### config.mk
export PLATFORM = sky130hd
export DESIGN_NAME = fetch_sequencer_flat
export DESIGN_NICKNAME = d
export VERILOG_FILES = /design/src/rtl/fetch_sequencer_if.sv /design/src/rtl/fetch_sequencer.sv /design/src/flat_wrapper.sv
export SDC_FILE = /design/constraint.sdc
export NUM_CORES = 1
export LEC_CHECK = 0
export CAP_MARGIN = 20
export CORE_ASPECT_RATIO = 1.25
export CORE_UTILIZATION = 48
export CTS_CLUSTER_SIZE = 14
export DETAILED_ROUTE_END_ITERATION = 8
export GPL_TIMING_DRIVEN = 1
export PLACE_DENSITY = 0.85
export REMOVE_ABC_BUFFERS = 1
export SETUP_SLACK_MARGIN = 0.1
export SYNTH_ARGS = -nofsm -noshare
export SYNTH_HDL_FRONTEND = slang
export SYNTH_SLANG_ARGS = --single-unit
export TNS_END_PERCENT = 10
### constraint.sdc
create_clock -name clk -period 15.1 [get_ports clk]
set_input_delay 4.53 -clock clk [delete_from_list [all_inputs] [get_ports clk]]
set_output_delay 4.53 -clock clk [all_outputs]
set_load 0.1 [all_outputs]
### src/rtl/fetch_sequencer_if.sv
// Fetch-side bus bundle: instruction memory port, redirect/halt
// controls and the valid/ready instruction handshake toward decode.
interface fetch_sequencer_if #(
  parameter int bus = 32
);
  logic [bus-1:0] imem_addr;
  logic [bus-1:0] imem_data;
  logic           branch_valid;
  logic [bus-1:0] branch_target;
  logic           halt;
  logic           instr_valid;
  logic           instr_ready;
  logic [bus-1:0] instr;
  logic [bus-1:0] instr_pc;

  modport master (
    output imem_addr,
    input  imem_data,
    input  branch_valid,
    input  branch_target,
    input  halt,
    output instr_valid,
    input  instr_ready,
    output instr,
    output instr_pc
  );

  modport slave (
    input  imem_addr,
    output imem_data,
    output branch_valid,
    output branch_target,
    output halt,
    input  instr_valid,
    output instr_ready,
    input  instr,
    input  instr_pc
  );
endinterface

### src/rtl/fetch_sequencer.sv
// Fetch controller: issues one imem read per cycle, tracks the single
// in-flight read and feeds decode through a one-entry skid buffer.
module fetch_sequencer #(
  parameter int             bus      = 32,
  parameter logic [bus-1:0] RESET_PC = '0
) (
  input  logic              clk,
  input  logic              reset,
  fetch_sequencer_if.master f
);

  localparam logic [bus-1:0] W_STEP = bus'(4);

  logic [bus-1:0] r_fetch_pc;
  logic [bus-1:0] r_inf_pc;
  logic           r_inf_v;
  logic [bus-1:0] r_skid_instr;
  logic [bus-1:0] r_skid_pc;
  logic           r_skid_v;

  logic [bus-1:0] w_tgt;
  logic [bus-1:0] w_addr;
  logic           w_valid;
  logic           w_issue;
  logic           w_unused;

  assign w_tgt    = {f.branch_target[bus-1:2], 2'b00};
  assign w_unused = ^f.branch_target[1:0];

  always_comb begin
    w_addr = r_fetch_pc;
    if (reset)
      w_addr = RESET_PC;
    else if (f.branch_valid)
      w_addr = w_tgt;
  end

  // A redirect squashes whatever is being presented this cycle.
  assign w_valid = !reset && !f.branch_valid
                   && (r_skid_v || r_inf_v);

  assign w_issue = !reset && !f.halt
                   && (f.branch_valid || !w_valid
                       || f.instr_ready);

  assign f.imem_addr   = w_addr;
  assign f.instr_valid = w_valid;
  assign f.instr       = r_skid_v ? r_skid_instr : f.imem_data;
  assign f.instr_pc    = r_skid_v ? r_skid_pc : r_inf_pc;

  always_ff @(posedge clk) begin
    if (reset) begin
      r_fetch_pc <= RESET_PC;
      r_inf_v    <= 1'b0;
      r_skid_v   <= 1'b0;
    end else begin
      r_inf_v <= w_issue;
      if (w_issue) begin
        r_inf_pc   <= w_addr;
        r_fetch_pc <= w_addr + W_STEP;
      end else begin
        r_fetch_pc <= w_addr;
      end

      if (f.branch_valid) begin
        r_skid_v <= 1'b0;
      end else if (!r_skid_v && r_inf_v
                   && !f.instr_ready) begin
        // Read data is only on the bus for one cycle; park it.
        r_skid_v     <= 1'b1;
        r_skid_instr <= f.imem_data;
        r_skid_pc    <= r_inf_pc;
      end else if (r_skid_v && f.instr_ready) begin
        r_skid_v <= 1'b0;
      end
    end
  end

endmodule

### src/flat_wrapper.sv
// flat-port wrapper written by rule: the top's interface ports become plain ports
module fetch_sequencer_flat 
#(
  parameter int             bus      = 32,
  parameter logic [bus-1:0] RESET_PC = '0
)
  (clk, reset, f_imem_addr, f_imem_data, f_branch_valid, f_branch_target, f_halt, f_instr_valid, f_instr_ready, f_instr, f_instr_pc);
  fetch_sequencer_if #(.bus(bus)) f_i ();
  input  logic clk;
  input  logic reset;
  output wire logic [$bits(f_i.imem_addr)-1:0] f_imem_addr;
  input wire logic [$bits(f_i.imem_data)-1:0] f_imem_data;
  input wire logic [$bits(f_i.branch_valid)-1:0] f_branch_valid;
  input wire logic [$bits(f_i.branch_target)-1:0] f_branch_target;
  input wire logic [$bits(f_i.halt)-1:0] f_halt;
  output wire logic [$bits(f_i.instr_valid)-1:0] f_instr_valid;
  input wire logic [$bits(f_i.instr_ready)-1:0] f_instr_ready;
  output wire logic [$bits(f_i.instr)-1:0] f_instr;
  output wire logic [$bits(f_i.instr_pc)-1:0] f_instr_pc;
  assign f_imem_addr = f_i.imem_addr;
  assign f_i.imem_data = f_imem_data;
  assign f_i.branch_valid = f_branch_valid;
  assign f_i.branch_target = f_branch_target;
  assign f_i.halt = f_halt;
  assign f_instr_valid = f_i.instr_valid;
  assign f_i.instr_ready = f_instr_ready;
  assign f_instr = f_i.instr;
  assign f_instr_pc = f_i.instr_pc;
  fetch_sequencer #(.bus(bus), .RESET_PC(RESET_PC)) u_core (.clk(clk), .reset(reset), .f(f_i));
endmodule
==> impl_results.md <==
- Result of the run: finished, final reports clean
- FP Rows: 44
- Synth Cell Area: between 0.005 and 0.006 sq mm
- Residual DRC: 0
- Crit end category: output pin
- Post-synthesis sequential element count: between 100 and 150
- Post-CTS setup buffers: 0
- Maximum cell stage delay along the critical path: between 1 and 1.5 ns
- Path category of the worst min-delay check: reg -> reg
- Synthesized netlist cell count: roughly 420
- Final Skew: about 0.0084 ns
- DIE WIDTH: between 100 and 150 um
- GR Util All Layers: 0.2237
- Port buffer count: around 160
- Static leakage: 2.915 nW
- Final Max Tran Viols: 0
- Count of antenna-violating nets left after detailed routing: 0
- Clock latency on the worst-skew pair: 0.40 ns
- Power density of the placed cells: between 100 and 150 mW/mm^2
- Critical path arrival: between 7 and 8 ns
- Sort of element at the start of the critical path: input pin
- Routed wire length: around 14,000 um
- Final hold slack: about 0.45 ns
- Number of diodes added for antenna fixing: 0
- Number of global-route vias before repair: around 4,100
- Total number of vias: around 4,100
- Post-route minimum period: 11.59 ns
- Hold path cells: 0
- CTS sink cnt: 130
- Total overflow reported by the global router: 0
- Antenna violations before repair: 0
- Reg2Reg Depth: 8
- Routability congestion estimate: around 0.84
- Initial cell density of the core: 0.4966
- I/O pin count: 166
- Height of the die: 125.1 um
- Relative slew slack: 0.3060
- Half-perimeter wire length after placement: 9331 um
- Worst reg2reg path endpoint: u_core.r_fetch_pc[16]
- Max-cap violations: 0
- Post-cts sizing count: 0
- Critical R2R Launch: u_core.r_fetch_pc[2]
- Compound-gate portion of the synthesized area: 0.03954
- DR iter-0 viols: between 150 and 200
- Commonest cells after routing, fill and taps aside: sky130_fd_sc_hd__clkdlybuf4s50_1 (161), sky130_fd_sc_hd__edfxtp_1 (96), sky130_fd_sc_hd__mux2_2 (69), sky130_fd_sc_hd__nor2_1 (42), sky130_fd_sc_hd__dfxtp_1 (33)
- Clock Pin Slew Worst Setup and Hold Paths: 0.05 ns
- Pin slew with the least headroom to its limit: around 1.0 ns
- Critical path cell sequence: buf_2 > buf_4 > mux2i_1 > nor2_1 > clkdlybuf4s50_1
- Sum of negative setup slack: 0 ns
- Count of hold buffers inserted by post-cts repair: 0
- Slowest cell on crit path: sky130_fd_sc_hd__clkdlybuf4s50_1
- Multiplexer share of the synthesized area: 0.1850
- Slack of the worst reg-to-reg path: roughly 12 ns
- Beginning of the worst hold path: u_core.r_inf_pc[29]
- Maximum level of the CTS H-tree: 4
- Total Nets Final: between 600 and 700
- Area of all placed cells without fillers: slightly above 0.008 sq mm
- Area of the die: 0.01258 sq mm
- Post-synthesis cell type count: 39
- Biggest area contributors in the synthesized netlist: sky130_fd_sc_hd__edfxtp_1 (50%), sky130_fd_sc_hd__mux2_2 (13%), sky130_fd_sc_hd__dfxtp_1 (12%)
- Placed instance area: approximately 0.0076 sq mm
- Post-Synth Simple-Gate Area: 0.1096
- Final Core Density: 0.7010
- Commonest non-fill, non-tap cell in the layout: sky130_fd_sc_hd__clkdlybuf4s50_1
- Vias per inst: 5.365
- Clk Tree Root Cell: sky130_fd_sc_hd__clkbuf_16
- Design Power: just over 1 mW
- Setup-failing EPs final: 0
- Maximum clock path buffer count: 2
- Drt wl/cell: 18.08 um
- Synth area leader: sky130_fd_sc_hd__edfxtp_1
- Share of the synthesized area in the top cell type: 0.4951
- RSZ-0062 raised after global routing: false
- Classification of the worst setup path: in -> out
- Highest achievable clock rate: 0.08630 GHz
- Wire length of the first global-routing pass: ~21,000 um
- Clock tree from TritonCTS: yes
- Maximum vdd drop: ~0.000061 V
- Required time at the endpoint of the critical path: about 11 ns
- Proportion of layout cells with a drive suffix above 1: 0.2050
- Post-synthesis share of cell area spent on xor and xnor gates: 0.03459
- Layout overhead on the synthesized area: 41.17%
- Final number of hold-violating endpoints: 0
- Post-synthesis sequential area ratio: 0.6119
- Pin count of the biggest net entering global routing: 65
- Worst hold path endpoint: u_core.r_skid_pc[29]
- Dominant combinational cell family by area after synthesis: multiplexers
- Crit share post-route: 0.7674
- Floorplan Core Area: around 0.012 sq mm
- Adder-Cell Fraction of Synth Area: 0.002149
- Worst-path fanout max: between 50 and 60
- DR pass1 iterations: 4
- Warnings, synthesis: 0
- Average instance area after synthesis: roughly 14 sq um
- Number of CTS-inserted buffers: 17
layer usage:
metal  global-route usage  vias to the layer above  share of wire
met3              0.05646                       20          0.047
met2               0.3836                      146           0.52
met1               0.2681                     1996           0.41
met5                    0                        -              0
met4              0.08610                        0          0.024
li1                     -                     1921              -
worst max-delay path, delay by kind of cell:
| family | cells | cell delay, ns |
|---|---|---|
| buffers and inverters | 3 | 1.88 |
| and+or+nand+nor | 1 | 0.39 |
| muxes | 1 | 0.21 |
power breakdown:
part | internal (mW) | total (mW) | switching [mW]
clock network | 0.260 | 0.407 | 0.147
logic | 0.0561 | 0.201 | 0.145
registers | 0.396 | 0.401 | 0.00554
cell families after synthesis:
kind of cell | after synthesis
flops | 130
simple gates | 123
mux | 99
xor+xnor | 23
compound gates | 22
buf+inv | 21
fa+ha+maj | 1
through the flow:
stage | cells | setup slack [ns]
2_1_floorplan | 400 | 2.987
3_3_place_gp | 729 | 3.598
3_5_place_dp | 729 | 3.531
4_1_cts | 761 | 3.523
5_1_grt | 761 | 3.399
6_report | 761 | 3.513
worst max-delay path by stage:
stage                     depth (start not counted)            from  slack, ns                     end
after floorplan                                   2  f_branch_valid       2.99  u_core.r_skid_instr[0]
after global routing                              5  f_branch_valid       3.40         f_imem_addr[23]
after CTS                                         5  f_branch_valid       3.52         f_imem_addr[23]
final                                             5  f_branch_valid       3.51         f_imem_addr[23]
after detailed placement                          5  f_branch_valid       3.53         f_imem_addr[23]
after global placement                            5  f_branch_valid       3.60         f_imem_addr[23]
cell type report:
class | count | area [sq um]
Clock buffer | 22 | 516.7
Clock inverter | 10 | 92.59
Fill cell | 832 | 3506
Inverter | 2 | 7.507
Multi-Input combinational cell | 268 | 2178
Sequential cell | 130 | 3565
Tap cell | 161 | 201.4
Timing Repair Buffer | 168 | 1659
synth_stat cells, drive strengths merged:
cell type  number
nor2           42
buf            12
o21ai           2
xor2           12
a221oi          2
or4             1
a211oi          8
nand4           9
a21oi           2
nand3          16
or2             2
dfxtp          34
edfxtp         96
nor3b           1
mux2i          30
nor4b           2
o2111ai         1
a2111oi         4
or3b            1
a21o            2
inv             2
nor3            8
clkbuf          7
nand2          18
xnor2          11
and2            6
mux2           69
nand3b         12
ha              1
nor4            5
a22oi           1
flip-flops by register name, indices dropped and copies added, names as in the netlist:
signal / count
u_core.r_fetch_pc: 32
u_core.r_inf_pc: 32
u_core.r_skid_instr: 32
u_core.r_skid_pc: 32
u_core.r_inf_v: 1
u_core.r_skid_v: 1
(Power assumes the default switching activity.)
